## src/rtl/jtag_tap_pkg.sv

```systemverilog
// Shared types and constants for the oversampled JTAG TAP.
package jtag_tap_pkg;

    // IEEE 1149.1 TAP controller states
    typedef enum logic [3:0] {
        TapTestLogicReset = 4'h0,
        TapRunTestIdle    = 4'h1,
        TapSelectDrScan   = 4'h2,
        TapCaptureDr      = 4'h3,
        TapShiftDr        = 4'h4,
        TapExit1Dr        = 4'h5,
        TapPauseDr        = 4'h6,
        TapExit2Dr        = 4'h7,
        TapUpdateDr       = 4'h8,
        TapSelectIrScan   = 4'h9,
        TapCaptureIr      = 4'hA,
        TapShiftIr        = 4'hB,
        TapExit1Ir        = 4'hC,
        TapPauseIr        = 4'hD,
        TapExit2Ir        = 4'hE,
        TapUpdateIr       = 4'hF
    } tap_state_e;

    // Data register selected by the current instruction
    typedef enum logic [1:0] {
        DrIdcode,
        DrBypass,
        DrUser
    } dr_sel_e;

    // Instruction codes; any code other than IDCODE/USER selects BYPASS
    localparam logic [3:0] IR_CODE_IDCODE = 4'h1;
    localparam logic [3:0] IR_CODE_BYPASS = 4'hF;
    localparam logic [3:0] IR_CODE_USER   = 4'h8;

    // Loaded into the IR shift register at Capture-IR (zero-extended)
    localparam logic [1:0] IR_CAPTURE_PATTERN = 2'b01;

endpackage

```

## src/rtl/jtag_pin_sync.sv

```systemverilog
// Synchronises the four JTAG pins into the system clock domain and derives
// single-cycle TCK rise/fall strobes from the synchronised TCK.
module jtag_pin_sync #(
    parameter int unsigned SYNC_STAGES = 2
) (
    input  logic clk,
    input  logic rst,
    input  logic tck,
    input  logic tms,
    input  logic tdi,
    input  logic trstn,
    output logic tms_s,
    output logic tdi_s,
    output logic trstn_s,
    output logic tck_rise,
    output logic tck_fall
);

    logic [SYNC_STAGES-1:0] tck_ff;
    logic [SYNC_STAGES-1:0] tms_ff;
    logic [SYNC_STAGES-1:0] tdi_ff;
    logic [SYNC_STAGES-1:0] trstn_ff;
    logic                   tck_prev;
    logic                   tck_s;

    // Synchroniser chains (new sample enters at bit 0) plus TCK history flop
    always_ff @(posedge clk or posedge rst) begin
        if (rst) begin
            tck_ff   <= '0;
            tms_ff   <= '1;
            tdi_ff   <= '0;
            trstn_ff <= '1;
            tck_prev <= 1'b0;
        end else begin
            tck_ff   <= {tck_ff[SYNC_STAGES-2:0], tck};
            tms_ff   <= {tms_ff[SYNC_STAGES-2:0], tms};
            tdi_ff   <= {tdi_ff[SYNC_STAGES-2:0], tdi};
            trstn_ff <= {trstn_ff[SYNC_STAGES-2:0], trstn};
            tck_prev <= tck_s;
        end
    end

    assign tck_s    = tck_ff[SYNC_STAGES-1];
    assign tms_s    = tms_ff[SYNC_STAGES-1];
    assign tdi_s    = tdi_ff[SYNC_STAGES-1];
    assign trstn_s  = trstn_ff[SYNC_STAGES-1];
    assign tck_rise = tck_s & ~tck_prev;
    assign tck_fall = ~tck_s & tck_prev;

endmodule

```

## src/rtl/jtag_tap_sampled.sv

```systemverilog
// JTAG TAP responder clocked entirely by clk_i: TAP FSM, IR, IDCODE/BYPASS
// data registers and registered TDO. Optional USER data register is built
// when JTAG_TAP_USER_DR_EN is defined.
module jtag_tap_sampled
    import jtag_tap_pkg::*;
#(
    parameter int unsigned IR_WIDTH      = 4,
    parameter logic [31:0] IDCODE_VALUE  = 32'h1000_1C05,
    parameter int unsigned SYNC_STAGES   = 2,
    parameter int unsigned USER_DR_WIDTH = 32
) (
    input  logic                     clk_i,
    input  logic                     rst_i,
    input  logic                     tck_i,
    input  logic                     tms_i,
    input  logic                     tdi_i,
    input  logic                     trst_ni,
    output logic                     tdo_o,
    output logic                     tdo_oe_o,
    output logic [3:0]               tap_state_o,
    output logic [IR_WIDTH-1:0]      ir_o,
    output logic [USER_DR_WIDTH-1:0] user_dr_o,
    output logic                     user_update_o,
    input  logic [USER_DR_WIDTH-1:0] user_capture_i
);

    localparam logic [IR_WIDTH-1:0] IrIdcode  = IR_WIDTH'(IR_CODE_IDCODE);
    localparam logic [IR_WIDTH-1:0] IrCapture = IR_WIDTH'(IR_CAPTURE_PATTERN);

    logic tms_s, tdi_s, trstn_s, tck_rise, tck_fall;
    logic rise, fall;

    tap_state_e          state_q, state_d;
    logic [IR_WIDTH-1:0] ir_q, ir_shift_q;
    logic [31:0]         idcode_shift_q;
    logic                bypass_q;
    logic                tdo_q, tdo_oe_q;
    dr_sel_e             dr_sel;
    logic                dr_lsb;

    jtag_pin_sync #(
        .SYNC_STAGES (SYNC_STAGES)
    ) u_pin_sync (
        .clk      (clk_i),
        .rst      (rst_i),
        .tck      (tck_i),
        .tms      (tms_i),
        .tdi      (tdi_i),
        .trstn    (trst_ni),
        .tms_s    (tms_s),
        .tdi_s    (tdi_s),
        .trstn_s  (trstn_s),
        .tck_rise (tck_rise),
        .tck_fall (tck_fall)
    );

    // A synchronised TRST overrides any TCK strobe in the same cycle
    assign rise = tck_rise & trstn_s;
    assign fall = tck_fall & trstn_s;

    // TAP state register
    always_ff @(posedge clk_i or posedge rst_i) begin
        if (rst_i) state_q <= TapTestLogicReset;
        else       state_q <= state_d;
    end

    // TAP next-state: advance on TCK rise by synchronised TMS
    always_comb begin
        state_d = state_q;
        if (!trstn_s) begin
            state_d = TapTestLogicReset;
        end else if (rise) begin
            case (state_q)
                TapTestLogicReset: state_d = tms_s ? TapTestLogicReset : TapRunTestIdle;
                TapRunTestIdle:    state_d = tms_s ? TapSelectDrScan   : TapRunTestIdle;
                TapSelectDrScan:   state_d = tms_s ? TapSelectIrScan   : TapCaptureDr;
                TapCaptureDr:      state_d = tms_s ? TapExit1Dr        : TapShiftDr;
                TapShiftDr:        state_d = tms_s ? TapExit1Dr        : TapShiftDr;
                TapExit1Dr:        state_d = tms_s ? TapUpdateDr       : TapPauseDr;
                TapPauseDr:        state_d = tms_s ? TapExit2Dr        : TapPauseDr;
                TapExit2Dr:        state_d = tms_s ? TapUpdateDr       : TapShiftDr;
                TapUpdateDr:       state_d = tms_s ? TapSelectDrScan   : TapRunTestIdle;
                TapSelectIrScan:   state_d = tms_s ? TapTestLogicReset : TapCaptureIr;
                TapCaptureIr:      state_d = tms_s ? TapExit1Ir        : TapShiftIr;
                TapShiftIr:        state_d = tms_s ? TapExit1Ir        : TapShiftIr;
                TapExit1Ir:        state_d = tms_s ? TapUpdateIr       : TapPauseIr;
                TapPauseIr:        state_d = tms_s ? TapExit2Ir        : TapPauseIr;
                TapExit2Ir:        state_d = tms_s ? TapUpdateIr       : TapShiftIr;
                TapUpdateIr:       state_d = tms_s ? TapSelectDrScan   : TapRunTestIdle;
                default:           state_d = TapTestLogicReset;
            endcase
        end
    end

    // Instruction register: capture/shift on rise, update on fall in Update-IR
    always_ff @(posedge clk_i or posedge rst_i) begin
        if (rst_i) begin
            ir_q       <= IrIdcode;
            ir_shift_q <= '0;
        end else if (!trstn_s || state_q == TapTestLogicReset) begin
            ir_q <= IrIdcode;
        end else begin
            if (rise && state_q == TapCaptureIr) ir_shift_q <= IrCapture;
            if (rise && state_q == TapShiftIr)   ir_shift_q <= {tdi_s, ir_shift_q[IR_WIDTH-1:1]};
            if (fall && state_q == TapUpdateIr)  ir_q <= ir_shift_q;
        end
    end

    // Data register selection from the current instruction
    always_comb begin
        dr_sel = DrBypass;
        if (ir_q == IrIdcode) dr_sel = DrIdcode;
`ifdef JTAG_TAP_USER_DR_EN
        else if (ir_q == IR_WIDTH'(IR_CODE_USER)) dr_sel = DrUser;
`endif
    end

    // IDCODE and BYPASS registers: capture loads only, shifting starts in Shift-DR
    always_ff @(posedge clk_i or posedge rst_i) begin
        if (rst_i) begin
            idcode_shift_q <= '0;
            bypass_q       <= 1'b0;
        end else if (rise) begin
            if (dr_sel == DrIdcode && state_q == TapCaptureDr) idcode_shift_q <= IDCODE_VALUE;
            if (dr_sel == DrIdcode && state_q == TapShiftDr)
                idcode_shift_q <= {tdi_s, idcode_shift_q[31:1]};
            if (dr_sel == DrBypass && state_q == TapCaptureDr) bypass_q <= 1'b0;
            if (dr_sel == DrBypass && state_q == TapShiftDr)   bypass_q <= tdi_s;
        end
    end

`ifdef JTAG_TAP_USER_DR_EN
    logic [USER_DR_WIDTH-1:0] user_shift_q, user_dr_q;
    logic                     user_update_q;

    // USER register: capture/shift on rise, update and one-cycle pulse on fall
    always_ff @(posedge clk_i or posedge rst_i) begin
        if (rst_i) begin
            user_shift_q  <= '0;
            user_dr_q     <= '0;
            user_update_q <= 1'b0;
        end else begin
            user_update_q <= 1'b0;
            if (rise && dr_sel == DrUser && state_q == TapCaptureDr) user_shift_q <= user_capture_i;
            if (rise && dr_sel == DrUser && state_q == TapShiftDr)
                user_shift_q <= {tdi_s, user_shift_q[USER_DR_WIDTH-1:1]};
            if (fall && dr_sel == DrUser && state_q == TapUpdateDr) begin
                user_dr_q     <= user_shift_q;
                user_update_q <= 1'b1;
            end
        end
    end

    assign user_dr_o     = user_dr_q;
    assign user_update_o = user_update_q;
`else
    logic unused_user_capture;

    assign unused_user_capture = ^user_capture_i;
    assign user_dr_o           = '0;
    assign user_update_o       = 1'b0;
`endif

    // LSB of the selected data register
    always_comb begin
        dr_lsb = bypass_q;
        case (dr_sel)
            DrIdcode: dr_lsb = idcode_shift_q[0];
`ifdef JTAG_TAP_USER_DR_EN
            DrUser:   dr_lsb = user_shift_q[0];
`endif
            default:  dr_lsb = bypass_q;
        endcase
    end

    // TDO and its enable change only on TCK fall; TRST drops the enable at once
    always_ff @(posedge clk_i or posedge rst_i) begin
        if (rst_i) begin
            tdo_q    <= 1'b0;
            tdo_oe_q <= 1'b0;
        end else if (!trstn_s) begin
            tdo_oe_q <= 1'b0;
        end else if (fall) begin
            tdo_q    <= (state_q == TapShiftIr) ? ir_shift_q[0] : dr_lsb;
            tdo_oe_q <= (state_q == TapShiftIr) || (state_q == TapShiftDr);
        end
    end

    assign tdo_o       = tdo_q;
    assign tdo_oe_o    = tdo_oe_q;
    assign tap_state_o = state_q;
    assign ir_o        = ir_q;

endmodule

```

## config.mk

```make
export PLATFORM = sky130hd
export DESIGN_NAME = jtag_tap_sampled
export DESIGN_NICKNAME = d
export VERILOG_FILES = /design/src/rtl/jtag_tap_pkg.sv /design/src/rtl/jtag_pin_sync.sv /design/src/rtl/jtag_tap_sampled.sv
export SDC_FILE = /design/constraint.sdc
export NUM_CORES = 1
export LEC_CHECK = 0
export CAP_MARGIN = 40
export CORE_MARGIN = 3
export CORE_UTILIZATION = 42
export DETAILED_ROUTE_END_ITERATION = 7
export GPL_TIMING_DRIVEN = 0
export PLACE_DENSITY = 0.77
export RECOVER_POWER = 25
export SLEW_MARGIN = 30
export SYNTH_ARGS = -nofsm -noshare
export SYNTH_HDL_FRONTEND = slang
export SYNTH_SLANG_ARGS = --single-unit
```

## constraint.sdc

```tcl
create_clock -name clk_i -period 1.8 [get_ports clk_i]
set_clock_uncertainty 0.2 [all_clocks]
set_input_delay 0.36 -clock clk_i [delete_from_list [all_inputs] [get_ports clk_i]]
set_output_delay 0.36 -clock clk_i [all_outputs]
set_load 0.03 [all_outputs]
```

==> metrics.yaml <==
status:
  status: "completed"
timing:
  fin_setup_tns_ps: 0
  setup_violations: 0
  setup_ws_ps: 16.9
  max-slew-margin-rel: 0.464
  final_max_slew_viol_count: 0
  hold_ws_ps: 160
  fin_crit_sh: 0.991
  finalHoldViolCount: 0
  rsz0062_at_grt: "yes"
  min_period_ps: 1780
  tightest_slew_ps: 800
  max_freq_mhz: 561
finish:
  fin_nets: 382
  drive_above_1_share: 0.261
  post-route-cell-area_um2: 3360
  layout-area-overhead-vs-synth_pct: 24.3
  diodes: 0
detailed_routing:
  drc: 0
  vias: 2091
  viasPerCell: 4.98
  dr.pass1.iters: 5
  drt-total-wl_mm: 5.38
  wl_per_cell_um: 12.8
  final_antenna_net_count: 0
  drt_iter0_markers: 174
global_route:
  grt_max_degree: 23
  grt-ovfl-total: 0
  antenna_found_initial: 0
  groute.usage.overall: 0.142
  grt_pass1_wl_mm: 8.58
  grt_pass1_vias: 1840
synthesis:
  synth-edff-count: 0
  ys_seq_elements: 56
  ys_top_cells_by_area: "dfrtp_1, buf_4, nand2_1, o21ai_1, dfstp_2"
  avgSynthCellArea_um2: 9.64
  synth-async-reset-ratio: 1.00
  synthFlopType: "dfrtp_1"
  yosysWarnings: 0
  synth_area_um2: 2710
  yosysUniqueCellTypes: 43
  yosysTopAreaCell: "dfrtp_1"
  yosysTopAreaCellShare: 0.471
  syn_inst: 281
  yosysSeqAreaShare: 0.520
clocking:
  hold_buffers: 0
  ctsLongestPathBuffers: 2
  clk_latency_ps: 310
  cts_made_buffers: 5
  clockRootBuffer: "clkbuf_8"
  htreeDepth: 2
  cts_tree: "yes"
  clock_sink_count: 56
  clkTransAtPathRegs_ps: 110
placed_design:
  port-buffer-count: 15
  postPlaceCellArea_um2: 3130
  pre_cts_ws_ps: -128
  post-dp-hpwl_mm: 3.66
  gp_congestion: 0.907
power:
  p_comb_frac: 0.138
  clockPowerShare: 0.337
  p_leak_nw: 1.58
  seqPwrFrac: 0.525
  vdd_ir_drop_max_mv: 0.696
  p_int_mw: 1.85
  p_sw_frac: 0.270
  switchingPower_mw: 0.685
  power_mw: 2.54
  power_density_nw_per_um2: 754
worst_setup_path:
  startpoint_type: "register"
  path_class: "register to register"
  worstRegToRegCells: 5
  cp_data_arrival_time_ps: 1790
  path_max_fanout: 10
  worst_ep_required_time_ps: 1810
  crit_path_end_kind: "register"
worst_hold_path:
  holdPathStages: 0
  hp-class: "register to register"
die:
  rows: 28
  dieArea_um2: 7450
  core_area_um2: 6100
  die_x_um: 86.3
  io_pins: 81
  fp.dieH_um: 86.3
  start_util: 0.444
flow_run:
  maxCapViolCount: 0
==> state kept, by name, summed over array words and instances (netlist names) <==
register and count:
u_pin_sync.trstn_ff 2, u_pin_sync.tdi_ff 2, ir_o 4, idcode_shift_q 32, tap_state_o 4, tdo_o 1, u_pin_sync.tck_prev 1, ir_shift_q 4
bypass_q 1, tdo_oe_o 1, u_pin_sync.tck_ff 2, u_pin_sync.tms_ff 2
==> kinds of logic (layout without fill, tap and decap cells) <==
group	count (synthesis)	count (layout)	share of synthesized area
AOI/OAI and AO/OA	64	64	0.142
xor gates and xnor gates	1	1	0.00324
buffers and inverters	62	93	0.138
DFF	56	56	0.520
muxes	7	7	0.0273
other	1	33	0.00138
and+or+nand+nor	90	91	0.169
==> cell usage after synthesis (all sizes together), types with 4 or more instances <==
cell type	number
o31ai	5
mux2i	4
nand3	5
a21oi	12
inv	14
dfstp	5
nor3	9
dfrtp	51
nor2	7
nand2	51
o21ai	31
buf	46
==> repair_timing <==
action,4_1_cts,5_1_grt
setup endpoints to repair,44,28
cloned,0,1
resized for setup,18,21
endpoints found under the hold margin,0,0
pin swaps,1,2
setup buffers,4,3
==> worst paths after layout <==
check	from	to	slack, ps
max reg2reg	tap_state_o[1]	idcode_shift_q[10]	20
max	tap_state_o[1]	idcode_shift_q[10]	20
min in group asynchronous	rst_i	tdo_oe_o	400
max in group asynchronous	rst_i	ir_o[0]	400
min reg2reg	u_pin_sync.tck_ff[0]	u_pin_sync.tck_ff[1]	160
min	u_pin_sync.tck_ff[0]	u_pin_sync.tck_ff[1]	160
==> worst max-delay path, cell delays in order (launching register included) <==
cell     delay (ps)
dfrtp_2         470
buf_2           210
nor3_2          310
nand2_2         180
nor3_1          240
a21oi_1          60
==> power by group through the flow <==
| stage | logic (mW) | clock network, mW | registers [mW] |
|---|---|---|---|
| finish | 0.351 | 0.855 | 1.33 |
| global route | 0.382 | 0.932 | 1.34 |
| CTS | 0.342 | 0.881 | 1.33 |
| detailed placement | 0.345 | 0 | 1.35 |
| global placement | 0.324 | 0 | 1.35 |
| floorplan | 0.255 | 0 | 1.36 |
==> per-stage QoR <==
step | cells | util
global placement | 403 | 0.505
global route | 420 | 0.552
CTS | 416 | 0.538
detailed placement | 405 | 0.514
finish | 420 | 0.552
floorplan | 313 | -
==> area by class of cell <==
class                           count  area [µm²]
Fill cell                         554        2730
Timing Repair Buffer               24         253
Buffer                             47         334
Tap cell                           75        93.8
Inverter                           14        57.6
Multi-Input combinational cell    196        1100
Clock buffer                        5        68.8
Sequential cell                    56        1410
Clock inverter                      3        46.3
==> layer usage <==
metal / track usage / part of all wire / routed length, µm
met4: 0.0439 / 0.019 / 104
met1: 0.194 / 0.44 / 2370
met3: 0.0342 / 0.079 / 425
met5: 0 / 0 / 0
met2: 0.225 / 0.46 / 2480
==> cell usage in the layout, fill, tap and decap left out, drive strengths merged, types with 3 or more instances in the layout <==
cell         synthesis  layout
buf                 46      53
a21oi               12      12
o21ai               31      31
dlygate4sd3          0       5
dfstp                5       5
clkbuf               2       8
conb                 1      33
nand3                5       5
nor2b                3       3
a31oi                3       3
mux2                 3       3
dfrtp               51      51
o211ai               3       3
o31ai                5       5
nor2                 7       7
and3                 3       3
dlygate4sd2          0       8
nand2               51      52
inv                 14      13
mux2i                4       4
nor3                 9       9
No activity file was read; power rests on OpenSTA's default activity.
